File: config.mk
export PLATFORM = sky130hd
export DESIGN_NAME = bcd_conv_sched
export DESIGN_NICKNAME = d
export VERILOG_FILES = /design/src/rtl/bcd_conv_sched.sv
export SDC_FILE = /design/constraint.sdc
export NUM_CORES = 1
export LEC_CHECK = 0
export CAP_MARGIN = 20
export CORE_ASPECT_RATIO = 1.5
export CORE_MARGIN = 3
export CORE_UTILIZATION = 30
export DETAILED_ROUTE_END_ITERATION = 6
export PLACE_DENSITY_LB_ADDON = 0.25
export SLEW_MARGIN = 20
export SYNTH_ARGS = -nofsm -noshare
export SYNTH_HDL_FRONTEND = slang
export SYNTH_SLANG_ARGS = --single-unit
File: constraint.sdc
create_clock -name clk -period 2.1 [get_ports clk]
set_clock_uncertainty 0.05 [all_clocks]
set_input_delay 0.63 -clock clk [delete_from_list [all_inputs] [get_ports clk]]
set_output_delay 0.63 -clock clk [all_outputs]
set_load 0.02 [all_outputs]
File: src/rtl/bcd_conv_sched.sv
// Round-robin scheduler sharing one serial BIN12-to-DEC4 converter between N_CH requesters.
// The converter has no done flag, so each result is captured after a fixed worst-case window.
module bcd_conv_sched #(
    parameter int unsigned N_CH     = 4,
    parameter int unsigned CHW      = 2,
    parameter int unsigned WAIT_CYC = 80
) (
    input  logic              clk,
    input  logic              rst_n,
    input  logic [N_CH-1:0]   req,
    input  logic [12*N_CH-1:0] bin_in,
    output logic [N_CH-1:0]   ack,
    output logic [11:0]       conv_bin,
    output logic              conv_st,
    input  logic [15:0]       conv_dec,
    output logic              res_valid,
    output logic [CHW-1:0]    res_ch,
    output logic [15:0]       res_dec,
    output logic              busy
);

    localparam int unsigned CNTW = $clog2(WAIT_CYC + 1);

    typedef enum logic [1:0] {
        StIdle,
        StStart,
        StWait,
        StCapture
    } state_e;

    state_e          state_q, state_d;
    logic [CHW-1:0]  rr_q, rr_d;
    logic [CHW-1:0]  cur_ch_q, cur_ch_d;
    logic [CNTW-1:0] cnt_q, cnt_d;
    logic [11:0]     conv_bin_q, conv_bin_d;
    logic [N_CH-1:0] ack_q, ack_d;
    logic            conv_st_q, conv_st_d;
    logic            res_valid_q, res_valid_d;
    logic [CHW-1:0]  res_ch_q, res_ch_d;
    logic [15:0]     res_dec_q, res_dec_d;

    logic            hi_any, lo_any;
    logic [CHW-1:0]  hi_ch, lo_ch, win_ch;
    logic [11:0]     hi_bin, lo_bin, win_bin;

    // Lowest requester at or above rr wins; otherwise wrap to the lowest requester overall.
    always_comb begin
        hi_any = 1'b0;
        lo_any = 1'b0;
        hi_ch  = '0;
        lo_ch  = '0;
        hi_bin = '0;
        lo_bin = '0;
        for (int c = N_CH - 1; c >= 0; c--) begin
            if (req[c]) begin
                lo_any = 1'b1;
                lo_ch  = CHW'(c);
                lo_bin = bin_in[12*c +: 12];
                if (CHW'(c) >= rr_q) begin
                    hi_any = 1'b1;
                    hi_ch  = CHW'(c);
                    hi_bin = bin_in[12*c +: 12];
                end
            end
        end
        win_ch  = hi_any ? hi_ch : lo_ch;
        win_bin = hi_any ? hi_bin : lo_bin;
    end

    always_comb begin
        state_d     = state_q;
        rr_d        = rr_q;
        cur_ch_d    = cur_ch_q;
        cnt_d       = cnt_q;
        conv_bin_d  = conv_bin_q;
        res_ch_d    = res_ch_q;
        res_dec_d   = res_dec_q;
        ack_d       = '0;
        conv_st_d   = 1'b0;
        res_valid_d = 1'b0;
        unique case (state_q)
            StIdle: begin
                if (lo_any) begin
                    conv_bin_d = win_bin;
                    cur_ch_d   = win_ch;
                    ack_d      = {{(N_CH-1){1'b0}}, 1'b1} << win_ch;
                    state_d    = StStart;
                end
            end
            StStart: begin
                conv_st_d = 1'b1;
                cnt_d     = CNTW'(WAIT_CYC - 1);
                state_d   = StWait;
            end
            StWait: begin
                if (cnt_q == '0) begin
                    state_d = StCapture;
                end else begin
                    cnt_d = cnt_q - 1'b1;
                end
            end
            StCapture: begin
                res_dec_d   = conv_dec;
                res_ch_d    = cur_ch_q;
                res_valid_d = 1'b1;
                rr_d        = (cur_ch_q == CHW'(N_CH - 1)) ? '0 : cur_ch_q + 1'b1;
                state_d     = StIdle;
            end
            default: state_d = StIdle;
        endcase
    end

    always_ff @(posedge clk) begin
        if (!rst_n) begin
            state_q     <= StIdle;
            rr_q        <= '0;
            cur_ch_q    <= '0;
            cnt_q       <= '0;
            conv_bin_q  <= '0;
            ack_q       <= '0;
            conv_st_q   <= 1'b0;
            res_valid_q <= 1'b0;
            res_ch_q    <= '0;
            res_dec_q   <= '0;
        end else begin
            state_q     <= state_d;
            rr_q        <= rr_d;
            cur_ch_q    <= cur_ch_d;
            cnt_q       <= cnt_d;
            conv_bin_q  <= conv_bin_d;
            ack_q       <= ack_d;
            conv_st_q   <= conv_st_d;
            res_valid_q <= res_valid_d;
            res_ch_q    <= res_ch_d;
            res_dec_q   <= res_dec_d;
        end
    end

    assign ack       = ack_q;
    assign conv_bin  = conv_bin_q;
    assign conv_st   = conv_st_q;
    assign res_valid = res_valid_q;
    assign res_ch    = res_ch_q;
    assign res_dec   = res_dec_q;
    assign busy      = (state_q != StIdle);

endmodule

==> flow_summary.ini <==
[place]
finalWeightedCongestion = 0.791
place_hpwl_um = 6740
port_buffers = 106
place_ws_ns = -0.203

[timing]
post-route-period-util = 0.956
period_needed_ns = 2.01
setup_viol = 0
fmax_ghz = 0.498
tightest_slew_ns = 0.507
maxSlewHeadroom = 0.662
layout_setup_ws_ns = 0.0927
drv_slew = 0
rsz0062_at_grt = no
final-hold-violation-count = 0
final.setup.tns_ns = 0

[critical_path]
rr_worst_depth = 6
r2r-start = state_q[1]$_SDFFE_PN0P_
worstReg2RegEnd = cnt_q[1]$_SDFFE_PN0P_
cp_common_cell = buf_4
endpoint = conv_bin[9]$_SDFFE_PN0P_
worstPathCellList = clkdlybuf4s50_1 -> buf_4 -> nor4_4 -> or2b_1 -> buf_4 -> a21oi_1 -> a31oi_1
crit_cells = 7
crit_start = req[2]
cp-start-kind = primary input
crit_fanout = 7
critPathMaxStageDelay_ns = 0.43
critical_path_class = primary input to flip-flop
cp-end-kind = flip-flop
crit_family = buffers and inverters
arrival_ns = 2.17
slowest_stage = clkdlybuf4s50_1
worstPathRequired_ns = 2.26
crit_buf_inv = 3
r2r_setup_slack_ns = 0.31

[grt]
overflow = 0
antenna_found_initial = 0
grt_pass1_wl_um = 13700
grt_pass1_vias = 2983
grt_usage = 0.154
grt_start_max_net_pins = 22

[synth]
synth_cells = 350
synthFlopType = dfxtp_1
synth.top_cell.area_share = 0.339
ys_types = 45
syn_area_um2 = 2890
synthArstFlopShare = 0
synth-edff-count = 0
syn_avg_cell_area_um2 = 8.26
synthTopCellsByArea = dfxtp_1 34%, mux2i_1 8.0%, o211ai_1 6.2%, nor2_1 5.2%, nand2_1 4.9%
synth-warning-count = 0
synth_area_leader_cell = dfxtp_1
yosysSeqAreaShare = 0.339
syn_nets = 427
ys_ff_latch = 49

[routing]
antenna_left = 0
drcViolationCount = 0
drt-total-wl_um = 8320
viasPerCell = 4.98
drt_first_iter_violations = 116
wl_per_cell_um = 14.2
num_vias = 2909
first_pass_iters = 5

[clock_network]
root_buffer = clkbuf_16
clock_sinks = 49
clk_pin_slew_ns = 0.07
clk_latency_ns = 0.29
clk_path_buf_depth = 2
cts-htree-levels = 2
numCtsBuffers = 5
cts_tree = yes

[finish]
multi_input_area_um2 = 1740
finish.utilization = 0.470
fillers = 955
insertedDiodeCount = 0
fin_nets = 548
area_growth_pct = 51.4
drive_gt1_frac = 0.144
seq_area_um2 = 981

[power_and_ir_drop]
power_w = 0.00420
powerDensity_nw_per_um2 = 960
leakage_nw = 1.63
vdd_drop_max_uv = 560

[die]
pin_count = 107
start_util = 0.311
die_y_um = 126
core_um2 = 9310
die_w_um = 86.2
fp-row-count = 43
fp.dieArea_um2 = 10900

[worst_hold_path]
hold_path.class = flip-flop to flip-flop

[job]
drv_cap = 0

[outcome]
status = complete, no violations
-- registers in the layout, summed over array words and instances, names as in the netlist --
| name | count |
|---|---|
| ack | 4 |
| cnt_q | 7 |
| conv_bin | 12 |
| conv_st | 1 |
| cur_ch_q | 2 |
| res_ch | 2 |
| res_dec | 16 |
| res_valid | 1 |
| rr_q | 2 |
| state_q | 2 |
-- routing by layer --
metal	wire (µm)	up-vias	global-route usage
li1	-	1503	-
met1	3270	1305	0.170
met2	4560	95	0.294
met3	399	6	0.0268
met4	89	0	0.0410
met5	0	-	0
-- area by class of cell --
cell class              count  share of cell area
repair buffers            139               0.305
well taps                 112              0.0320
inverters                   9             0.00771
clock inverters             3             0.00571
multi-input cells         267               0.397
clock buffers               5              0.0286
flip-flops and latches     49               0.224
-- worst min path at each step --
stage          cells past startpoint  slack [ns]                  endpoint                startpoint
6_report                           2        0.44  res_dec[14]$_SDFFE_PN0P_  res_dec[14]$_SDFFE_PN0P_
5_1_grt                            2        0.47  cur_ch_q[0]$_SDFFE_PN0P_  cur_ch_q[0]$_SDFFE_PN0P_
4_1_cts                            2        0.44  cur_ch_q[0]$_SDFFE_PN0P_  cur_ch_q[0]$_SDFFE_PN0P_
3_5_place_dp                       2        0.43  res_dec[14]$_SDFFE_PN0P_  res_dec[14]$_SDFFE_PN0P_
3_3_place_gp                       2        0.42  res_dec[10]$_SDFFE_PN0P_  res_dec[10]$_SDFFE_PN0P_
2_1_floorplan                      1        0.41     cnt_q[6]$_SDFFE_PN0P_     cnt_q[6]$_SDFFE_PN0P_
-- metrics by stage --
step	instances	hold WS, ns	area (µm²)
4_1_cts	584	0.445	4370
2_1_floorplan	350	0.412	2890
3_3_place_gp	576	0.425	4220
5_1_grt	584	0.473	4380
3_5_place_dp	576	0.434	4220
6_report	584	0.443	4380
-- kinds of logic (layout without fill, tap and decap cells) --
logic type	count (synthesis)	count (layout)	share of synthesized area
buf+inv	34	156	0.0610
fa+ha+maj	7	7	0.0303
flops	49	49	0.339
compound gates	107	107	0.249
simple gates	118	118	0.194
mux	35	35	0.126
-- what timing repair did --
action                     4_1_cts  5_1_grt
resized for setup                1        2
setup endpoints to repair        1        2
hold endpoints to repair         0        0
pin swaps                        0        0
hold buffers                     0        0
setup buffers                    0        0
cloned                           0        0
-- worst reg2reg max path, stage by stage, from the launching register on --
cell	delay [ns]
dfxtp_1	0.33
buf_4	0.12
ha_1	0.47
nor2_1	0.17
a41oi_1	0.26
nor2_1	0.07
a311oi_1	0.23
-- cells in the mapped netlist (3+ instances only) --
cell type  number
o22ai_1         7
o21ai_0        15
and2_1          3
mux2i_1        23
a31oi_1        12
nand2b_1       17
o211ai_1       24
mux2_2         12
o2111ai_1       5
buf_2          12
ha_1            7
nand2_1        38
nor3_1          4
buf_6           3
inv_1           7
clkbuf_1        5
a21oi_1        28
buf_4           3
dfxtp_1        49
nand3_1         5
nor2_1         40
a41oi_1         3
-- cell usage in the layout, fill, tap and decap left out, drive strengths merged, types with 2 or more instances in the layout --
master / Yosys / routed
nor2: 40 / 40
o22ai: 7 / 7
nand2: 38 / 38
mux2i: 23 / 23
buf: 20 / 33
inv: 9 / 11
ha: 7 / 7
mux2: 12 / 12
a21boi: 2 / 2
a21oi: 29 / 29
dfxtp: 49 / 49
o21ai: 15 / 15
o2111ai: 5 / 5
clkdlybuf4s50: 0 / 105
and2: 3 / 3
nor3: 6 / 6
o211ai: 24 / 24
nand3: 6 / 6
nor2b: 2 / 2
nand2b: 17 / 17
a41oi: 3 / 3
clkbuf: 5 / 5
a31oi: 13 / 13
o221a: 2 / 2
-- power by group --
group / internal, W / switching [W]
sequential: 0.00116 / 0.000164
combinational: 0.000984 / 0.00108
clock: 0.000450 / 0.000367
total: 0.00259 / 0.00161
Note: power is estimated with default switching activity, not from simulation.
